## src/rtl/jtag_uart_pkg.sv

```systemverilog
// Shared constants and FSM state type for the JTAG-UART host-bound encoder.
package jtag_uart_pkg;

    localparam logic [7:0] ESC_BYTE = 8'hFE;
    localparam logic [7:0] CMD_IDLE = 8'h00;
    localparam logic [7:0] CMD_ACK  = 8'h01;

    localparam logic JTAG_ADDR_DATA = 1'b0;
    localparam logic JTAG_ADDR_CTRL = 1'b1;

    localparam int WSPACE_HI = 31;
    localparam int WSPACE_LO = 16;

    typedef enum logic [1:0] {
        ST_IDLE,
        ST_POLL,
        ST_GAP,
        ST_WR
    } tx_state_t;

    // Byte placed on the data register: the owed prefix goes out first.
    function automatic logic [7:0] wire_byte(input logic esc, input logic [7:0] b);
        return esc ? ESC_BYTE : b;
    endfunction

endpackage

```

## src/rtl/jtag_uart_wspace_credit.sv

```systemverilog
// UART write-space credit (load from poll, decrement per write) and poll back-off timer.
module jtag_uart_wspace_credit
    import jtag_uart_pkg::*;
#(
    parameter int POLL_GAP = 64
) (
    input  logic        clk,
    input  logic        rst_n,
    input  logic        load,
    input  logic [15:0] load_value,
    input  logic        dec,
    input  logic        gap_run,
    output logic        credit_zero,
    output logic        credit_last,
    output logic        gap_done
);

    localparam logic [15:0] GAP_LAST = 16'(POLL_GAP - 1);

    logic [15:0] credit;
    logic [15:0] gap_cnt;

    always_ff @(posedge clk or negedge rst_n) begin
        if (!rst_n) begin
            credit <= 16'd0;
        end else if (load) begin
            credit <= load_value;
        end else if (dec && credit != 16'd0) begin
            credit <= credit - 16'd1;
        end
    end

    // Timer restarts every time the FSM enters the back-off state.
    always_ff @(posedge clk or negedge rst_n) begin
        if (!rst_n) begin
            gap_cnt <= 16'd0;
        end else if (!gap_run) begin
            gap_cnt <= 16'd0;
        end else begin
            gap_cnt <= gap_cnt + 16'd1;
        end
    end

    assign credit_zero = (credit == 16'd0);
    assign credit_last = (credit == 16'd1);
    assign gap_done    = gap_run && (gap_cnt == GAP_LAST);

endmodule

```

## src/rtl/jtag_uart_encode.sv

```systemverilog
// Host-bound JTAG-UART transmitter: 0xFE escaping, WSPACE-gated Avalon-MM writes.
// Optional automatic ACK insertion is enabled by defining JTAG_UART_AUTO_ACK_EN.
module jtag_uart_encode
    import jtag_uart_pkg::*;
#(
    parameter int POLL_GAP = 64
) (
    input  logic        iCLK,
    input  logic        iRST_N,
    input  logic [7:0]  iTX_DATA,
    input  logic        iTX_CMD,
    input  logic        iTX_VALID,
    output logic        oTX_READY,
    input  logic        iACK_REQ,
    output logic        oJTAG_SLAVE_ADDR,
    output logic        oJTAG_SLAVE_RDREQ,
    input  logic [31:0] iJTAG_SLAVE_RDDATA,
    output logic        oJTAG_SLAVE_WRREQ,
    output logic [31:0] oJTAG_SLAVE_WRDATA,
    input  logic        iJTAG_SLAVE_WAIT,
    output logic        oBUSY,
    output logic [15:0] oTX_COUNT
);

    tx_state_t   state, state_nx;
    logic [7:0]  byte_q;
    logic        esc_q;
    logic [15:0] tx_count;

    logic        ack_take;
    logic        load_en;
    logic [7:0]  load_byte;
    logic        load_esc;
    logic        rd_done;
    logic        wr_done;
    logic        credit_zero;
    logic        credit_last;
    logic        gap_done;

    logic [15:0] wspace;
    logic [15:0] rd_unused;

    assign wspace    = iJTAG_SLAVE_RDDATA[WSPACE_HI:WSPACE_LO];
    assign rd_unused = iJTAG_SLAVE_RDDATA[WSPACE_LO-1:0];

`ifdef JTAG_UART_AUTO_ACK_EN
    logic ack_pending;

    // A request arriving in ST_IDLE is taken the same cycle, so it never needs the flag.
    assign ack_take = ack_pending || iACK_REQ;

    always_ff @(posedge iCLK or negedge iRST_N) begin
        if (!iRST_N) begin
            ack_pending <= 1'b0;
        end else if (state == ST_IDLE) begin
            ack_pending <= 1'b0;
        end else if (iACK_REQ) begin
            ack_pending <= 1'b1;
        end
    end
`else
    logic ack_unused;

    assign ack_unused = iACK_REQ;
    assign ack_take   = 1'b0;
`endif

    always_comb begin
        state_nx  = state;
        load_en   = 1'b0;
        load_byte = iTX_DATA;
        load_esc  = iTX_CMD || (iTX_DATA == ESC_BYTE);
        rd_done   = 1'b0;
        wr_done   = 1'b0;
        unique case (state)
            ST_IDLE: begin
                if (ack_take) begin
                    load_en   = 1'b1;
                    load_byte = CMD_ACK;
                    load_esc  = 1'b1;
                end else if (iTX_VALID) begin
                    load_en = 1'b1;
                end
                if (load_en) begin
                    state_nx = credit_zero ? ST_POLL : ST_WR;
                end
            end
            ST_POLL: begin
                if (!iJTAG_SLAVE_WAIT) begin
                    rd_done  = 1'b1;
                    state_nx = (wspace == 16'd0) ? ST_GAP : ST_WR;
                end
            end
            ST_GAP: begin
                if (gap_done) begin
                    state_nx = ST_POLL;
                end
            end
            ST_WR: begin
                if (!iJTAG_SLAVE_WAIT) begin
                    wr_done = 1'b1;
                    if (esc_q) begin
                        state_nx = credit_last ? ST_POLL : ST_WR;
                    end else begin
                        state_nx = ST_IDLE;
                    end
                end
            end
            default: state_nx = ST_IDLE;
        endcase
    end

    always_ff @(posedge iCLK or negedge iRST_N) begin
        if (!iRST_N) begin
            state    <= ST_IDLE;
            byte_q   <= CMD_IDLE;
            esc_q    <= 1'b0;
            tx_count <= 16'd0;
        end else begin
            state <= state_nx;
            if (load_en) begin
                byte_q <= load_byte;
                esc_q  <= load_esc;
            end else if (wr_done) begin
                esc_q <= 1'b0;
            end
            if (wr_done) begin
                tx_count <= tx_count + 16'd1;
            end
        end
    end

    jtag_uart_wspace_credit #(
        .POLL_GAP (POLL_GAP)
    ) u_credit (
        .clk         (iCLK),
        .rst_n       (iRST_N),
        .load        (rd_done),
        .load_value  (wspace),
        .dec         (wr_done),
        .gap_run     (state == ST_GAP),
        .credit_zero (credit_zero),
        .credit_last (credit_last),
        .gap_done    (gap_done)
    );

    // Bus outputs decode straight from registered state, so they hold while WAIT is high.
    assign oTX_READY          = iRST_N && (state == ST_IDLE) && !ack_take;
    assign oJTAG_SLAVE_RDREQ  = (state == ST_POLL);
    assign oJTAG_SLAVE_WRREQ  = (state == ST_WR);
    assign oJTAG_SLAVE_ADDR   = (state == ST_POLL) ? JTAG_ADDR_CTRL : JTAG_ADDR_DATA;
    assign oJTAG_SLAVE_WRDATA = (state == ST_WR) ? {24'd0, wire_byte(esc_q, byte_q)} : 32'd0;
    assign oBUSY              = (state != ST_IDLE);
    assign oTX_COUNT          = tx_count;

endmodule
```

## config.mk

```make
export PLATFORM = sky130hd
export DESIGN_NAME = jtag_uart_encode
export DESIGN_NICKNAME = d
export VERILOG_FILES = /design/src/rtl/jtag_uart_pkg.sv /design/src/rtl/jtag_uart_wspace_credit.sv /design/src/rtl/jtag_uart_encode.sv
export SDC_FILE = /design/constraint.sdc
export NUM_CORES = 1
export LEC_CHECK = 0
export CAP_MARGIN = 20
export CORE_MARGIN = 5
export CORE_UTILIZATION = 45
export CTS_BUF_LIST = sky130_fd_sc_hd__clkbuf_4 sky130_fd_sc_hd__clkbuf_8
export DETAILED_ROUTE_END_ITERATION = 12
export GPL_TIMING_DRIVEN = 0
export PLACE_DENSITY_LB_ADDON = 0.15
export SETUP_SLACK_MARGIN = 0.3
export SLEW_MARGIN = 0
export SYNTH_ARGS = -nofsm -noshare
export SYNTH_HDL_FRONTEND = slang
export SYNTH_SLANG_ARGS = --single-unit
```

## constraint.sdc

```tcl
create_clock -name iCLK -period 4.5 [get_ports iCLK]
set_clock_uncertainty 0.05 [all_clocks]
set_input_delay 1.125 -clock iCLK [delete_from_list [all_inputs] [get_ports iCLK]]
set_output_delay 1.125 -clock iCLK [all_outputs]
set_load 0.02 [all_outputs]
```

# Yosys cells after proc, flatten, opt, wreduce, memory -nomap -nowiden
# Index checks and enable logic that the tools add are counted.
[word_totals]
out_inout_bits = 53
ram_bits = 0
mem_bits_ro = 0
word_cells = 54
latch_bits = 0
ff_bits = 59
mem_count = 0
inputBits = 46
[classes]
add_sub_neg = 3
n_bitwise = 0
reduce_logical = 12
eq_ne = 10
shifts = 0
order_cmp = 0
muxes = 23
n_div = 0
multipliers = 0
[ops]
columns = ["op", "count"]
rows = [
  ["$mux 16", 3],
  ["$add 16x1->16 const B", 2],
  ["$logic_not 16->1", 2],
  ["$eq 16x1->1 const B", 1],
  ["$eq 16x6->1 const B", 1],
  ["$mux 8", 2],
  ["$reduce_bool 16->1", 1],
  ["$sub 16x1->16 const B", 1],
  ["$mux 2", 7],
  ["$mux 1", 10],
  ["$eq 8x8->1 const B", 1],
  ["$ne 2x2->1 const B", 4],
  ["$pmux 2 s4", 1],
  ["$reduce_bool 2->1", 3],
  ["$eq 2x2->1 const B", 2],
  ["$reduce_and 4->1", 1],
  ["$logic_and 1x1->1", 3],
  ["$eq 2x1->1 const B", 1],
  ["$logic_not 2->1", 1],
  ["$logic_or 1x1->1", 1],
]

# Longest topological paths before layout
[depth]
ltp_word = 5
mapped_depth = 7
ltp_nobuf = 6

# Modules after synthesis
# From an unflattened synthesis, not the netlist that was laid out.
[unflattened]
cells_unflattened = 369
hier_area_um2 = 3457.1
[by_module_without_submodules]
columns = ["mod", "cells_per_inst", "area_per_inst_um2", "seq_area_each_um2", "instances"]
rows = [
  ["jtag_uart_wspace_credit", 218, 1919.3, 800.8, 1],
  ["jtag_uart_encode", 151, 1537.7, 675.6, 1],
]

# Worst setup path before layout
# No wires, ideal clock.
[synth_timing]
path_type = "flip-flop to output port"
startpoint = "register state[1]"
endpoint = "output port oJTAG_SLAVE_WRDATA[0]"
setup_slack_ps = 1871
t_required_ps = 3325
t_arrival_ps = 1454
stages_incl_launch_ff = 4
path_buffers = 1
cell_sequence = "dfrtp_1 clkbuf_1 nand2_1 nor3b_1"
[synth_via]
elab_chain_cells = 2
[synth_lines]
columns = ["element", "line", "text"]
rows = [
  ["from (decl)", "jtag_uart_encode.sv:25", "tx_state_t state, state_nx;"],
  ["from (signal assigned)", "jtag_uart_encode.sv:120", "state <= state_nx;"],
  ["$eq 2x2->1", "jtag_uart_encode.sv:152", "assign oJTAG_SLAVE_WRDATA = (state == ST_WR) ? {24'd0, wire_byte(esc_q, byte_q)} : 32'd0;"],
  ["$mux 8", "jtag_uart_encode.sv:152", ""],
  ["to (decl)", "jtag_uart_encode.sv:19", "output logic [31:0] oJTAG_SLAVE_WRDATA,"],
]
# No other way between the ends.

# Final worst setup path
# Ends and elaborated chain as after synthesis.

==> metrics.txt <==
Reg clk slew, reported paths=60 ps; H-tree level count=3; critical-path cell list=clkbuf_1 > nand2_1 > nor3b_1 > clkdlybuf4s50_1; number of top-level pins=99; mean post-synth cell area=9.39 um2; sinks on the clock net=59; total design power=2.25 mW; Die Footprint=0.00944 mm2; residual DRC count=0; starting density of the core=46.6%; later-pin clock latency in the skew report=330 ps; PD cells=509 mW/mm2; clk root buf=clkbuf_8; end of the worst register-to-register path=u_credit.credit[0]; number of flops mapped to enable cells by yosys=0; total non-filler cell area in the finished layout=0.00442 mm2; type of element launching the critical path=flip-flop; final count of hold timing violations=0; post-CTS setup repair buffer count=0; share of synthesized area occupied by flip-flops and latches=43.2%; number of buffers added by the clock tree synthesis step=9; post-route clock period utilization=79.6%; DP Area=0.00422 mm2; Netlist cell types=55; y dimension of the die=97.2 um; min-delay worst type=reg2reg; overall fraction of global-route tracks in use=18.1%; post-cts sizing count=0; area leader, netlist=dfrtp_1; detailed-route vias per instance=5.34; Congestion Overflow GR=0; hold buffers post-CTS=0; count of nets after finishing=506; hold path cells=1; Max VDD drop=0.000297 V; ratio of cells with drive above 1 in the final layout=12.9%; predominant post-synthesis flop cell=dfrtp_1; proportion of synthesized flip-flops having asynchronous set or reset=100%; Seq cells post-synth=59; via count=2977; dominant combinational cell family by area after synthesis=simple AND/OR/NAND/NOR gates; antenna fix cells=0; Core Util, Final=60.2%; maximum number of pins on one net before global-route repair=39; iteration count of the initial detailed-routing pass=4; detailed placer's ending HPWL=6040 um; longest individual stage delay on the worst path=650 ps; synthesis-to-finish area growth=29.1%; Synth Area in Compound Gates=10.3%; total core area=0.00733 mm2; Hold Path End=oTX_COUNT[15]; PortBufs=57; final wirelength=8250 um; Die X-Extent=97.2 um; number of antenna violations at the first check in global routing=0; slack of the critical path=916 ps; post-DR wirelength/cell=14.8 um; fill cell instance count of the final layout=645; via count of the first global-routing pass=2956; Final Max Slew Viols=0; post-synthesis cell count=364; arrival time of the worst setup path=2410 ps; basic-gate share of the synthesized area counting and, or, nand and nor cells=27.7%; sequential cell area=0.00148 mm2; type of the setup path with the least slack=reg2out; initial detailed-routing violation count=100; Worst R2R Setup Slack=2250 ps; number of nets with antenna violations after detailed routing=0; outcome=complete, no violations; area occupied by multi-input gates=0.00175 mm2; data required time at the worst endpoint=3320 ps; post-synthesis mux area share=2.63%; global-route wire length before repair=14100 um; Max Root-Sink Buffers=2; final weighted congestion of routability-driven global placement=0.832; critical-path maximum fanout=10; Synth area leaders=dfrtp_1 (43%), buf_4 (5.7%), xnor2_1 (4.9%); reg-to-reg startpoint=u_credit.credit[0]; Yosys warning total=0; relative max-transition margin=57.1%; final setup violation count=0; R2R depth=7; synthesized-area fraction occupied by xor and xnor cells=6.40%; Yosys top cell area share=43.2%; number of max-capacitance violations reported=0; Post-Synth Adder-Cell Area=1.46%; critical path's slowest cell=clkdlybuf4s50_1; worst setup slack before clock tree synthesis=906 ps; worst hold margin=426 ps; Critical path origin=state[1]; upper clock frequency limit=0.279 GHz; CP Capture Type=output pin; cell leakage power=1.82 nW; measured slew at the worst slew-check pin=643 ps; start point of the worst min-delay path=oTX_COUNT[15]; CTS tree=built; unrepaired setup endpoints after global routing=no; time the final worst path needs with I/O delays and setup=3580 ps; number of cell rows=31; post-synthesis instance area=0.00342 mm2
[report_power, final]
part	switching [mW]	internal, mW
registers	0.171	0.678
logic	0.508	0.399
clock network	0.198	0.294
[cell families (layout without fill, tap and decap cells)]
group           Yosys count  after routing
compound gates           53             53
xor+xnor                 25             25
fa+ha+maj                 4              4
buf+inv                  49            121
flops                    59             59
mux                       8              8
other cells               1             24
simple gates            165            165
[cells in the mapped netlist (3+ instances only)]
library cell / n
inv_1: 10
nand3b_1: 3
and4_1: 7
o21ai_0: 17
nand2_1: 24
nor3_1: 5
nor2_1: 44
mux2_2: 8
or3_1: 8
nand3_1: 18
xor2_1: 6
or4_1: 4
o211ai_1: 3
buf_4: 26
xnor2_1: 19
a31oi_1: 4
and3_1: 5
nor3b_1: 5
clkbuf_1: 11
dfrtp_1: 59
ha_1: 4
a21oi_1: 8
nand2b_1: 3
nand4_1: 13
nand4b_1: 5
nor4_1: 7
[worst max-delay path by stage]
stage / to / slack, ps / cells past startpoint
6_report: oJTAG_SLAVE_WRDATA[0] / 920 / 4
3_3_place_gp: oTX_READY / -1250 / 3
5_1_grt: oJTAG_SLAVE_WRDATA[0] / 780 / 4
3_5_place_dp: oTX_READY / 910 / 3
4_1_cts: oTX_READY / 900 / 3
2_1_floorplan: oJTAG_SLAVE_WRDATA[0] / 1870 / 3
[layout make-up]
class | instances | area share, %
sequential | 59 | 33.4
clock buffer | 12 | 3.74
timing repair buffer | 58 | 13.3
inverter | 11 | 0.935
buffer | 38 | 5.47
multi-input combinational | 279 | 39.6
clock inverter | 2 | 0.793
tap | 99 | 2.81
[flip-flops by register name, summed over array words and instances, names as in the netlist]
name              flops
u_credit.credit      16
esc_q                 1
oTX_COUNT            16
u_credit.gap_cnt     16
byte_q                8
state                 2
[through the flow]
step | setup TNS, ps | cells
finish | 0 | 558
global placement | -1250 | 543
global route | 0 | 558
floorplan | 0 | 387
CTS | 0 | 558
detailed placement | 0 | 544
[layout by cell type, fill, tap and decap left out, types with 3 or more instances in the layout]
cell type	netlist	layout
mux2_2	8	8
a31oi_1	4	4
xnor2_1	19	19
ha_1	4	4
nand4b_1	5	5
and4_1	7	7
clkbuf_1	11	11
or4_1	4	4
dfrtp_1	59	59
nand3b_1	3	3
xor2_1	6	6
buf_4	26	26
nand4_1	13	13
inv_1	10	10
o211ai_1	3	3
nand2b_1	3	3
nor3b_1	5	5
nand3_1	18	18
clkdlybuf4s50_1	0	56
nor2_1	44	44
nand2_1	24	24
conb_1	1	24
and3_1	5	5
a21oi_1	8	8
or3_1	8	8
o21ai_0	17	17
clkbuf_8	0	12
nor3_1	5	5
nor4_1	7	7
[critical path: cells and delay by family (launching register included)]
family / cells / cell delay (ps)
buffers and inverters: 2 / 1050
AND/OR/NAND/NOR: 2 / 640
flip-flops: 1 / 400
[per-layer routing]
layer  track usage, %  part of all wire (%)  up-vias
met5                0                     0        -
met4             5.94                   1.8        0
met3             6.82                   6.7       17
met2             28.9                    46       86
met1             22.7                    46     1417
li1                 -                     -     1457
No activity file was read; power rests on OpenSTA's default activity.
